**src/rtl/uart_program_loader_pkg.sv**
```systemverilog
// Shared types and constants for the UART program loader.
package uart_program_loader_pkg;

  localparam int unsigned WORD_W = 32;

  // Byte the core sends to tell the host it is ready to receive a program.
  localparam logic [7:0] READY_BYTE = 8'hAA;

  typedef enum logic [2:0] {
    IDLE = 3'd0,
    LEN  = 3'd1,
    DATA = 3'd2,
    DONE = 3'd3,
    ERR  = 3'd4
  } state_t;

endpackage

```
**src/rtl/uart_program_loader_byte_assembler.sv**
```systemverilog
// Packs a stream of bytes into 32-bit words.
// Ports:
//   clk, rstn     clock, async active-low reset
//   clear         zero shift register and byte counter
//   byte_valid    accept byte_data this cycle
//   byte_data     incoming byte
//   word_c        word including the byte currently presented
//   word_valid_c  high when the presented byte completes a word
module uart_program_loader_byte_assembler
  import uart_program_loader_pkg::*;
#(
  parameter bit BIG_ENDIAN = 1'b1
) (
  input  logic              clk,
  input  logic              rstn,
  input  logic              clear,
  input  logic              byte_valid,
  input  logic [7:0]        byte_data,
  output logic [WORD_W-1:0] word_c,
  output logic              word_valid_c
);

  logic [WORD_W-1:0] shift_q;
  logic [1:0]        cnt_q;

  // Combinational view lets the top register the write on the 4th byte's edge.
  always_comb begin
    word_c       = '0;
    word_valid_c = 1'b0;
    if (BIG_ENDIAN) begin
      word_c = {shift_q[WORD_W-9:0], byte_data};
    end else begin
      word_c = {byte_data, shift_q[WORD_W-1:8]};
    end
    word_valid_c = byte_valid && (cnt_q == 2'd3);
  end

  // Shift register and wrapping byte counter.
  always_ff @(posedge clk or negedge rstn) begin
    if (!rstn) begin
      shift_q <= '0;
      cnt_q   <= '0;
    end else if (clear) begin
      shift_q <= '0;
      cnt_q   <= '0;
    end else if (byte_valid) begin
      shift_q <= word_c;
      cnt_q   <= cnt_q + 2'd1;
    end
  end

endmodule

```
**src/rtl/uart_program_loader.sv**
```systemverilog
// Receives a word count plus that many instruction words over UART and
// writes them into instruction memory starting at address 0.
// Ports:
//   clk, rstn         clock, async active-low reset
//   start             begin a load when seen in IDLE
//   rx_data/rx_valid  byte stream from uart_rx
//   rx_ferr           framing error, qualified by rx_valid
//   imem_we/addr/wdata  one-cycle instruction memory write
//   busy              receiving count or data
//   load_done         sticky, all announced words written
//   load_err          sticky, framing error or oversize count
//   words_loaded      number of words written
module uart_program_loader
  import uart_program_loader_pkg::*;
#(
  parameter int unsigned INST_SIZE  = 10,
  parameter bit          BIG_ENDIAN = 1'b1
) (
  input  logic                 clk,
  input  logic                 rstn,
  input  logic                 start,
  input  logic [7:0]           rx_data,
  input  logic                 rx_valid,
  input  logic                 rx_ferr,
  output logic                 imem_we,
  output logic [INST_SIZE-1:0] imem_addr,
  output logic [WORD_W-1:0]    imem_wdata,
  output logic                 busy,
  output logic                 load_done,
  output logic                 load_err,
  output logic [INST_SIZE:0]   words_loaded
);

  localparam int unsigned CNT_W = INST_SIZE + 1;
  localparam logic [WORD_W:0] CAPACITY = (WORD_W+1)'(1) << INST_SIZE;

  state_t            state, state_next;
  logic [CNT_W-1:0]  n_words;
  logic [WORD_W-1:0] word_c;
  logic              word_valid_c;
  logic              byte_valid_c;
  logic              write_c;
  logic              clear_c;

  uart_program_loader_byte_assembler #(
    .BIG_ENDIAN (BIG_ENDIAN)
  ) u_asm (
    .clk          (clk),
    .rstn         (rstn),
    .clear        (clear_c),
    .byte_valid   (byte_valid_c),
    .byte_data    (rx_data),
    .word_c       (word_c),
    .word_valid_c (word_valid_c)
  );

  // Next-state, byte acceptance and write decision.
  always_comb begin
    state_next   = state;
    byte_valid_c = 1'b0;
    write_c      = 1'b0;
    clear_c      = 1'b0;
    case (state)
      IDLE: begin
        if (start) state_next = LEN;
      end
      LEN: begin
        if (rx_valid) begin
          if (rx_ferr) begin
            state_next = ERR;
          end else begin
            byte_valid_c = 1'b1;
            if (word_valid_c) begin
              if (word_c == '0)                       state_next = DONE;
              else if ({1'b0, word_c} > CAPACITY)     state_next = ERR;
              else                                    state_next = DATA;
            end
          end
        end
      end
      DATA: begin
        if (rx_valid) begin
          if (rx_ferr) begin
            state_next = ERR;
          end else begin
            byte_valid_c = 1'b1;
            write_c      = word_valid_c;
            if (word_valid_c && (words_loaded + CNT_W'(1) == n_words)) begin
              state_next = DONE;
            end
          end
        end
      end
      DONE:    state_next = DONE;
      ERR:     state_next = ERR;
      default: state_next = ERR;
    endcase
    if ((state_next != state) &&
        (state_next == LEN || state_next == DATA || state_next == ERR)) begin
      clear_c = 1'b1;
    end
  end

  // State, counters and registered outputs.
  always_ff @(posedge clk or negedge rstn) begin
    if (!rstn) begin
      state        <= IDLE;
      n_words      <= '0;
      imem_we      <= 1'b0;
      imem_addr    <= '0;
      imem_wdata   <= '0;
      busy         <= 1'b0;
      load_done    <= 1'b0;
      load_err     <= 1'b0;
      words_loaded <= '0;
    end else begin
      state     <= state_next;
      imem_we   <= write_c;
      busy      <= (state_next == LEN) || (state_next == DATA);
      load_done <= (state_next == DONE);
      load_err  <= (state_next == ERR);
      if (state == LEN && word_valid_c && byte_valid_c) begin
        n_words <= word_c[CNT_W-1:0];
      end
      if (write_c) begin
        imem_addr    <= words_loaded[INST_SIZE-1:0];
        imem_wdata   <= word_c;
        words_loaded <= words_loaded + CNT_W'(1);
      end
    end
  end

endmodule

```
**config.mk**
```make
export PLATFORM = sky130hd
export DESIGN_NAME = uart_program_loader
export DESIGN_NICKNAME = d
export VERILOG_FILES = /design/src/rtl/uart_program_loader_pkg.sv /design/src/rtl/uart_program_loader_byte_assembler.sv /design/src/rtl/uart_program_loader.sv
export SDC_FILE = /design/constraint.sdc
export NUM_CORES = 1
export LEC_CHECK = 0
export CAP_MARGIN = 20
export CORE_MARGIN = 5
export CORE_UTILIZATION = 40
export DETAILED_ROUTE_END_ITERATION = 8
export HOLD_SLACK_MARGIN = 0.1
export PLACE_DENSITY = 0.65
export SETUP_SLACK_MARGIN = 0.5
export SYNTH_ARGS = -nofsm -noshare
export SYNTH_HDL_FRONTEND = slang
export SYNTH_HIERARCHICAL = 1
export SYNTH_SLANG_ARGS = --single-unit
```
**constraint.sdc**
```tcl
create_clock -name clk -period 3.9 [get_ports clk]
set_clock_uncertainty 0.15 [all_clocks]
set_input_delay 0.585 -clock clk [delete_from_list [all_inputs] [get_ports clk]]
set_output_delay 0.585 -clock clk [all_outputs]
set_load 0.01 [all_outputs]
```
==> results of run 1 <==
cells in the final DEF, fill, tap and decap left out, drive strengths merged, types with 2 or more instances in the layout:
cell type | Yosys | routed
dfrtp | 97 | 97
clkdlybuf4s50 | 0 | 68
mux2 | 43 | 43
nand2 | 42 | 42
nor2 | 34 | 34
mux2i | 25 | 25
xnor2 | 18 | 18
xor2 | 10 | 10
nand3 | 10 | 10
clkbuf | 4 | 9
o21ai | 9 | 9
nor4 | 8 | 8
inv | 5 | 8
buf | 23 | 7
nand2b | 5 | 5
nor3 | 5 | 5
nor3b | 4 | 4
nor2b | 3 | 3
nand4 | 3 | 3
o41ai | 3 | 3
nand3b | 2 | 2
o21a | 2 | 2
a21oi | 2 | 2
o211ai | 2 | 2
ha | 2 | 2
clkinv | 0 | 2
logic make-up after synthesis:
kind of cell,share of synthesized area [%]
xor+xnor,5.59
buf+inv,4.68
compound gates,4.05
mux,16.7
simple gates,13.1
fa+ha+maj,0.570
flops,55.3
where the power goes:
part | switching [uW] | leakage (uW) | total (uW) | internal (uW)
Sequential | 35.3 | 0.00135 | 1060 | 1030
Clock | 380 | 0.000104 | 690 | 310
Combinational | 107 | 0.00101 | 173 | 66.4
Total | 523 | 0.00246 | 1930 | 1400
worst register-to-register path, delay by kind of cell, from the launching register on:
kind	cells	cell delay, ns
buffers and inverters	1	0.41
XOR/XNOR	2	0.37
flip-flops	1	0.54
AO/OA/AOI/OAI	1	0.18
AND/OR/NAND/NOR	4	1.06
sequential cells by signal, summed over array words and instances (netlist names), 2 cells and up:
| register | count |
|---|---|
| imem_wdata | 32 |
| u_asm/shift_q | 24 |
| n_words | 11 |
| words_loaded | 11 |
| u_asm/cnt_q | 2 |
| imem_addr | 10 |
| state | 3 |
layout make-up:
type	instances	share of cell area (%)
multi-input combinational	241	33.1
timing repair buffer	75	13.8
tap	140	3.29
sequential	97	45.5
clock buffer	9	2.32
clock inverter	7	1.62
inverter	5	0.352
routing by layer:
layer | wire length (microns) | GRT usage, %
met1 | 4220 | 19.8
met2 | 4360 | 23.1
met3 | 484 | 2.58
met4 | 113 | 5.48
met5 | 0 | 0
per-stage QoR:
stage	area, sq um	util [%]
CTS	5330	49.4
global placement	5120	47.4
floorplan	4390	-
detailed placement	5120	47.4
global route	5330	49.4
finish	5330	49.4
cells in the mapped netlist, drive strengths merged (2+ instances only):
cell type / number / share of area, %
a21oi: 2 / 0.23
buf: 23 / 3.9
clkbuf: 4 / 0.34
dfrtp: 97 / 55
ha: 2 / 0.57
inv: 5 / 0.43
mux2: 43 / 11
mux2i: 25 / 5.7
nand2: 42 / 3.6
nand2b: 5 / 0.71
nand3: 10 / 1.3
nand3b: 2 / 0.34
nand4: 3 / 0.43
nor2: 34 / 3.0
nor2b: 3 / 0.43
nor3: 5 / 0.80
nor3b: 4 / 0.68
nor4: 8 / 1.1
o211ai: 2 / 0.34
o21a: 2 / 0.34
o21ai: 9 / 1.0
o41ai: 3 / 1.0
xnor2: 18 / 3.6
xor2: 10 / 2.0
how the worst min path moves through the flow:
stage                  from           end  slack (ns)  cells past startpoint
6_report               rstn      state[2]        0.09                      1
5_1_grt                rstn      load_err        0.14                      1
4_1_cts                rstn      load_err        0.11                      1
3_5_place_dp     n_words[8]    n_words[8]        0.34                      2
3_3_place_gp   imem_addr[3]  imem_addr[3]        0.34                      1
2_1_floorplan          rstn          busy        0.14                      0
==> metrics.md, run 1 <==
| Metric | Value |
|---|---|
| Post-synth EDFFs | `0` |
| CP Cell Sequence | `clkdlybuf4s50_1 > nand2b_1 > nor3b_2 > and2_1 > nand3_1 > nand3b_1 > inv_1 > a21oi_1 > xnor2_1` |
| Slowest cell on crit path | `clkdlybuf4s50_1` |
| Placement Setup Slack | `0.501 ns` |
| Hold buffer count at CTS | `0` |
| Pre-Repair DR Iteration Count | `4` |
| Sequential cell area | `2430 sq um` |
| Crit-path leading delay family | `simple AND/OR/NAND/NOR gates` |
| Diode count | `0` |
| Final nets | `444` |
| FFs w/ async S/R, synth | `100%` |
| Setup TNS Final | `0 ns` |
| CTS Buf Count | `9` |
| Post CTS Setup Buffer Count | `0` |
| Fin crit share | `78.2%` |
| Area grow syn2layout | `21.5%` |
| Remaining DRCs | `0` |
| Final WS setup | `0.851 ns` |
| Leak | `0.00246 uW` |
| Area occupied by multi-input gates | `1770 sq um` |
| Max clock buf depth | `2` |
| Buffer and inverter count on the worst path | `2` |
| CP Data Arrival Time | `3.14 ns` |
| Register area share after synthesis | `55.3%` |
| Mapped cell area | `4390 sq um` |
| Slew HR | `55.4%` |
| Top Ports | `70` |
| Routed Antenna Nets | `0` |
| Max_cap viols | `0` |
| Hold WS | `0.0912 ns` |
| Setup slack, reg-to-reg | `1.07 ns` |
| Overall die height | `115 microns` |
| Clk_lat worst skew | `0.36 ns` |
| VDD IR max | `0.159 mV` |
| HP Class | `in2async` |
| CP Max Fanout | `12` |
| Non-Filler Instances | `574` |
| Hold Vio Cnt, Final | `0` |
| Antenna violations before repair | `0` |
| Critical path depth | `9` |
| Worst r2r src | `state[1]` |
| Row Count | `38` |
| Placed cells | `558` |
| FILL cells | `1002` |
| Final Power | `1930 uW` |
| Die width | `115 microns` |
| Post-CTS Resized | `0` |
| Die Area | `13200 sq um` |
| Flops & latches, synth | `97` |
| Startpoint Class | `primary input` |
| Total Routing Usage GR | `14.4%` |
| GP Congestion | `0.784` |
| CTS sink cnt | `97` |
| Worst reg2reg endpoint | `busy` |
| Status | `complete, no violations` |
| Yosys cell types | `42` |
| Min Tclk post-route | `3.05 ns` |
| Synth warnings | `6` |
| First-pass GRT wire length | `15.0 mm` |
| Largest net degree at the start of global routing | `53` |
| H-Tree Depth | `3` |
| GR Overflow Total | `0` |
| Final WL | `9.18 mm` |
| Setup repair after global routing missed its margin | `no` |
| Fin. max-slew vios | `0` |
| R2R depth | `8` |
| Net count after synthesis | `385` |
| Wire per inst | `16.0 microns` |
| CTS Root Cell | `clkbuf_8` |
| Critical path required time | `3.99 ns` |
| Port Buf Inserts | `69` |
| CP peak stage delay | `0.59 ns` |
| Vias/cell | `5.00` |
| Vias | `2868` |
| Detailed placement HPWL | `6.55 mm` |
| Core area | `10800 sq um` |
| Vias in the first global route | `2931` |
| Power Density | `362 nW/um^2` |
| Starting density of the core | `40.7%` |
| Actual slew at the worst max-slew pin | `0.668 ns` |
| Worst setup endpoint | `busy` |
| Fmax | `0.328 GHz` |
| Cells after Synth | `370` |
| CTS tree | `built` |
| Layout cells sized above 1 | `17.3%` |
| DR iter-0 viols | `128` |
| CP Class | `in2reg` |
| Final setup vio count | `0` |
| Post-synth top flop | `dfrtp_1` |
| Mapped Avg Cell Area | `11.9 sq um` |
| Crit. Startpoint | `rx_valid` |
| Kind of end point of the critical path | `flop` |
| Reg clk slew, reported paths | `0.10 ns` |
Note: power is estimated with default switching activity, not from simulation.
==> inputs of run 2 (changes only) <==
- clock period: 3.9 -> 3.1 ns (I/O delays scaled with it)
==> run 2 against run 1 <==
Against the previous run: clock power increased by 16%; core utilization increased by 1.2 points; cell area increased by 2.5%; wire length rose by 3.7%; critical path depth up 2; worst setup slack worse by 0.25 ns; sequential share of layout area shrank 1.0 points; via count is 3.4% higher; non-clock buffer count increased by 10; critical path type is now reg2reg; largest power group unchanged; highest routed layer unchanged.
==> metrics.md, run 2 (synthesis gave the netlist of run 1 again) <==
| Metric | Value |
|---|---|
| Status | `complete, no violations` |
| Commonest cells after routing, fill and taps aside | `94 x dfrtp_1, 68 x clkdlybuf4s50_1, 43 x mux2_2` |
| Most flops, register | `imem_wdata` |
| CTS Root Cell | `clkbuf_8` |
| First-pass GRT wire length | `15.2 mm` |
| Vias in the first global route | `2984` |
| Max reg flops | `32` |
| Startpoint Class | `flop` |
| Commonest non-fill, non-tap cell in the layout | `dfrtp_1` |
| Critical path required time | `3.20 ns` |
| HP Class | `reg2reg` |
| Actual slew at the worst max-slew pin | `0.708 ns` |
| Wire per inst | `16.3 microns` |
| Final setup vio count | `0` |
| Hold Vio Cnt, Final | `0` |
| Worst r2r src | `state[1]` |
| CP Cell Sequence | `xor2_1 > nor3b_4 > and2_4 > nand3_2 > o21ai_0 > o21ai_0 > o21ai_2 > nand3_1 > o21ai_2 > buf_6 > nor2_1` |
| Power Density | `439 nW/um^2` |
| Pre-Repair DR Iteration Count | `5` |
| Biggest regs | `imem_wdata (32), u_asm/shift_q (24)` |
| Crit. Startpoint | `state[1]` |
| Core area | `10800 sq um` |
| Final WL | `9.52 mm` |
| CP Max Fanout | `13` |
| Vias | `2965` |
| Routed Antenna Nets | `0` |
| Final nets | `454` |
| Vias/cell | `5.08` |
| VDD IR max | `0.248 mV` |
| Row Count | `38` |
| Max clock buf depth | `2` |
| Diode count | `0` |
| DR iter-0 viols | `106` |
| Setup TNS Final | `0 ns` |
| Remaining DRCs | `0` |
| GR Overflow Total | `0` |
| Reg clk slew, reported paths | `0.10 ns` |
| Largest net degree at the start of global routing | `55` |
| Slew HR | `52.8%` |
| Hold WS | `0.356 ns` |
| Area grow syn2layout | `24.6%` |
| Leak | `0.00253 uW` |
| Slowest cell on crit path | `dfrtp_2` |
| GP Congestion | `0.753` |
| Crit-path leading delay family | `simple AND/OR/NAND/NOR gates` |
| Min Tclk post-route | `2.50 ns` |
| Buffer and inverter count on the worst path | `1` |
| Fin. max-slew vios | `0` |
| Clk_lat worst skew | `0.37 ns` |
| CP Class | `reg2reg` |
| Fmax | `0.400 GHz` |
| Die Area | `13200 sq um` |
| Fin crit share | `80.7%` |
| CTS sink cnt | `97` |
| CP peak stage delay | `0.48 ns` |
| CTS tree | `built` |
| Die width | `115 microns` |
| CTS Buf Count | `9` |
| Detailed placement HPWL | `6.49 mm` |
| Top Ports | `70` |
| Overall die height | `115 microns` |
| H-Tree Depth | `3` |
| Max_cap viols | `0` |
| Hold path start | `n_words[8]` |
| Starting density of the core | `40.7%` |
| CP Data Arrival Time | `2.61 ns` |
| Kind of end point of the critical path | `flop` |
| Port Buf Inserts | `69` |
| Total Routing Usage GR | `14.6%` |
| Antenna violations before repair | `0` |
| Setup repair after global routing missed its margin | `yes` |
| Layout cells sized above 1 | `21.2%` |
| FILL cells | `976` |
==> run 2: metal layers <==
metal  up-vias  global-route usage, %  share of wire [%]
li1       1411                      -                  -
met1      1452                   19.7                 46
met2        88                   23.4                 47
met3        14                   2.58                4.7
met4         0                   6.42                1.7
met5         -                      0                  0
==> run 2: worst reg2reg max path, delay by kind of cell (launching register included) <==
family,cells,cell delay [ns]
AOI/OAI and AO/OA,4,0.63
xor gates and xnor gates,1,0.21
and+or+nand+nor,5,0.74
DFF,1,0.48
buffers and inverters,1,0.20
==> run 2: layout make-up <==
| type | instances | area [sq um] | area share (%) |
|---|---|---|---|
| clock inverter | 7 | 66.3 | 1.21 |
| tap | 140 | 175 | 3.21 |
| clock buffer | 9 | 124 | 2.27 |
| multi-input combinational | 241 | 1810 | 33.1 |
| inverter | 5 | 18.8 | 0.343 |
| timing repair buffer | 85 | 843 | 15.4 |
| sequential | 97 | 2430 | 44.5 |
==> run 2: power breakdown <==
group | total [uW] | internal (uW) | switching (uW) | leakage (uW)
clock network | 797 | 315 | 482 | 0.0000986
logic | 267 | 111 | 156 | 0.00109
registers | 1340 | 1300 | 42.4 | 0.00134
total | 2400 | 1720 | 681 | 0.00253
==> run 2: final timing paths <==
| kind | end | slack, ns | depth (start not counted) |
|---|---|---|---|
| setup / recovery | u_asm/shift_q[4] | 0.60 | 11 |
| hold / removal | n_words[8] | 0.36 | 2 |
| setup reg to reg | u_asm/shift_q[4] | 0.60 | 11 |
| hold reg to reg | n_words[8] | 0.36 | 2 |
| max in group asynchronous | u_asm/shift_q[4] | 1.61 | 3 |
| min in group asynchronous | load_err | 0.52 | 2 |
==> run 2: repair_timing <==
action	in CTS	in global routing
hold buffers	1	0
endpoints found under the hold margin	53	0
buffers inserted	0	6
gates cloned	0	1
pin swaps	0	1
resized for setup	2	9
setup endpoints to repair	27	28
==> run 2: metrics by stage <==
step	setup slack, ns	area, sq um	total power (uW)	utilization, %	cells
2_1_floorplan	0.529	4430	1510	-	370
3_3_place_gp	0.276	5180	1580	48.0	560
3_5_place_dp	0.220	5180	1590	48.0	560
4_1_cts	0.503	5390	2400	49.9	577
5_1_grt	0.468	5470	2510	50.6	584
6_report	0.599	5470	2400	50.6	584
==> inputs of run 3 (changes only) <==
- PLACE_DENSITY: 0.65 -> 0.68
- clock period: 3.1 -> 2.06 ns (I/O delays scaled with it)
==> run 3 against run 2 <==
Against the previous run: the run now ends with setup timing left; die area unchanged; worst hold slack got worse by 0.20 ns; clock-buffer cell count increased by 1; critical path depth decreased by 2; maximum frequency increased by 12%; flip-flop and latch count unchanged; first-iteration DRC count increased by 12%; register-to-register slack got worse by 0.78 ns; sequential share of layout area decreased by 6.9 points; combinational power increased by 130%; sequential power increased by 47%.
==> metrics.md, run 3 (synthesis gave the netlist of run 1 again) <==
| Metric | Value |
|---|---|
| Max reg flops | `32` |
| Actual slew at the worst max-slew pin | `0.531 ns` |
| Min Tclk post-route | `2.24 ns` |
| CP Class | `reg2reg` |
| First-pass GRT wire length | `17.2 mm` |
| Reg clk slew, reported paths | `0.09 ns` |
| Int Power | `2720 uW` |
| Overall die height | `115 microns` |
| Final WS setup | `-0.181 ns` |
| Vias | `3348` |
| CP peak stage delay | `0.40 ns` |
| CP Max Fanout | `3` |
| Detailed placement HPWL | `7.14 mm` |
| Critical path required time | `2.20 ns` |
| Vias in the first global route | `3364` |
| Biggest regs | `imem_wdata (32), u_asm/shift_q (24)` |
| Antenna violations before repair | `0` |
| Starting density of the core | `40.7%` |
| Startpoint Class | `flop` |
| Psw | `1030 uW` |
| Slowest cell on crit path | `dfrtp_1` |
| Commonest non-fill, non-tap cell in the layout | `dfrtp_1` |
| Largest net degree at the start of global routing | `51` |
| GR Overflow Total | `0` |
| Remaining DRCs | `0` |
| Power Density | `579 nW/um^2` |
| CP Cell Sequence | `xor2_1 > nor3b_4 > and2_4 > buf_4 > nand4b_1 > nor3_2 > nand3_1 > o41ai_4 > nor2b_1` |
| Die Area | `13200 sq um` |
| FILL cells | `859` |
| Hold WS | `0.155 ns` |
| Max clock buf depth | `2` |
| Reg power frac | `52.7%` |
| Wire per inst | `17.3 microns` |
| Fmax | `0.446 GHz` |
| Diode count | `0` |
| CTS Buf Count | `9` |
| HP Class | `in2async` |
| Setup TNS Final | `-11.01 ns` |
| Final WL | `11.4 mm` |
| Clk_lat worst skew | `0.35 ns` |
| Status | `finished, violations left` |
| Area grow syn2layout | `47.2%` |
| Switching Fraction | `27.4%` |
| Combinational power share | `16.5%` |
| CTS Root Cell | `clkbuf_8` |
| Pre-Repair DR Iteration Count | `4` |
| CP Data Arrival Time | `2.38 ns` |
| Setup repair after global routing missed its margin | `yes` |
| Failing checks | `setup timing` |
| Total Routing Usage GR | `16.4%` |
| Final setup vio count | `82` |
| Fin. max-slew vios | `0` |
| Hold Vio Cnt, Final | `0` |
| Placement Setup Slack | `-0.523 ns` |
| Top Ports | `70` |
| H-Tree Depth | `3` |
| VDD IR max | `0.526 mV` |
| Max_cap viols | `0` |
| CTS tree | `built` |
| Cell area after layout | `6460 sq um` |
| Commonest cells after routing, fill and taps aside | `95 x dfrtp_1, 63 x buf_4, 45 x dlygate4sd2_1` |
| Most flops, register | `imem_wdata` |
| Routed Antenna Nets | `0` |
| CTS sink cnt | `97` |
| Core area | `10800 sq um` |
| Area post-placement | `5610 sq um` |
| Layout cells sized above 1 | `36.8%` |
| Row Count | `38` |
| Clock share of power | `30.8%` |
| Leak | `0.00336 uW` |
| Vias/cell | `5.06` |
| Slew HR | `64.6%` |
| DR iter-0 viols | `119` |
| Final nets | `532` |
| Kind of end point of the critical path | `flop` |
| Die width | `115 microns` |
| Fin crit share | `109%` |
| GP Congestion | `0.791` |
| Port Buf Inserts | `69` |
run 3: timing repair:
item | in CTS | in global routing
gates resized for setup | 112 | 64
buffers inserted | 14 | 13
endpoints found under the setup margin | 154 | 107
hold endpoints to repair | 97 | 0
pin swaps | 11 | 8
cloned | 4 | 3
hold buffers | 1 | 0
run 3: per-layer routing:
metal	global-route usage, %	routed length (microns)	vias to the layer above
li1	-	-	1553
met1	21.2	4990	1698
met2	28.0	5750	84
met3	3.42	525	13
met4	4.62	153	0
met5	0	0	-
run 3: final timing paths:
| path | start | to | slack [ns] | cells past startpoint |
|---|---|---|---|---|
| hold reg to reg | n_words[0] | n_words[0] | 0.36 | 2 |
| min in group clk | rx_data[0] | n_words[0] | 0.30 | 4 |
| max in group asynchronous | rstn | imem_wdata[13] | 0.88 | 3 |
| hold / removal | rstn | load_err | 0.16 | 2 |
| setup reg to reg | state[0] | load_done | -0.18 | 9 |
| setup / recovery | state[0] | load_done | -0.18 | 9 |
run 3: critical path, delay by kind of cell (launching register included):
family,cells,cell delay (ns)
flip-flops,1,0.40
XOR/XNOR,1,0.20
AND/OR/NAND/NOR,6,0.99
AO/OA/AOI/OAI,1,0.32
buffers and inverters,1,0.11
run 3: power groups by stage:
stage | Combinational (uW) | Sequential, uW | Clock (uW)
CTS | 604 | 1970 | 1180
global route | 669 | 1980 | 1250
floorplan | 270 | 2020 | 0
finish | 618 | 1970 | 1150
global placement | 521 | 2010 | 0
detailed placement | 532 | 2010 | 0
run 3: metrics by stage:
| step | util [%] | total power, uW | cells |
|---|---|---|---|
| finish | 59.8 | 3740 | 662 |
| global route | 59.8 | 3890 | 662 |
| CTS | 55.7 | 3760 | 646 |
| detailed placement | 52.0 | 2540 | 611 |
| global placement | 52.0 | 2530 | 611 |
| floorplan | - | 2290 | 370 |
run 3: layout make-up:
cell class	count	area, sq um	share of cell area [%]
flip-flops and latches	97	2430	37.6
multi-input cells	241	2060	31.9
repair buffers	163	1590	24.7
well taps	140	175	2.71
clock inverters	6	42.5	0.659
clock buffers	10	138	2.13
inverters	5	18.8	0.291
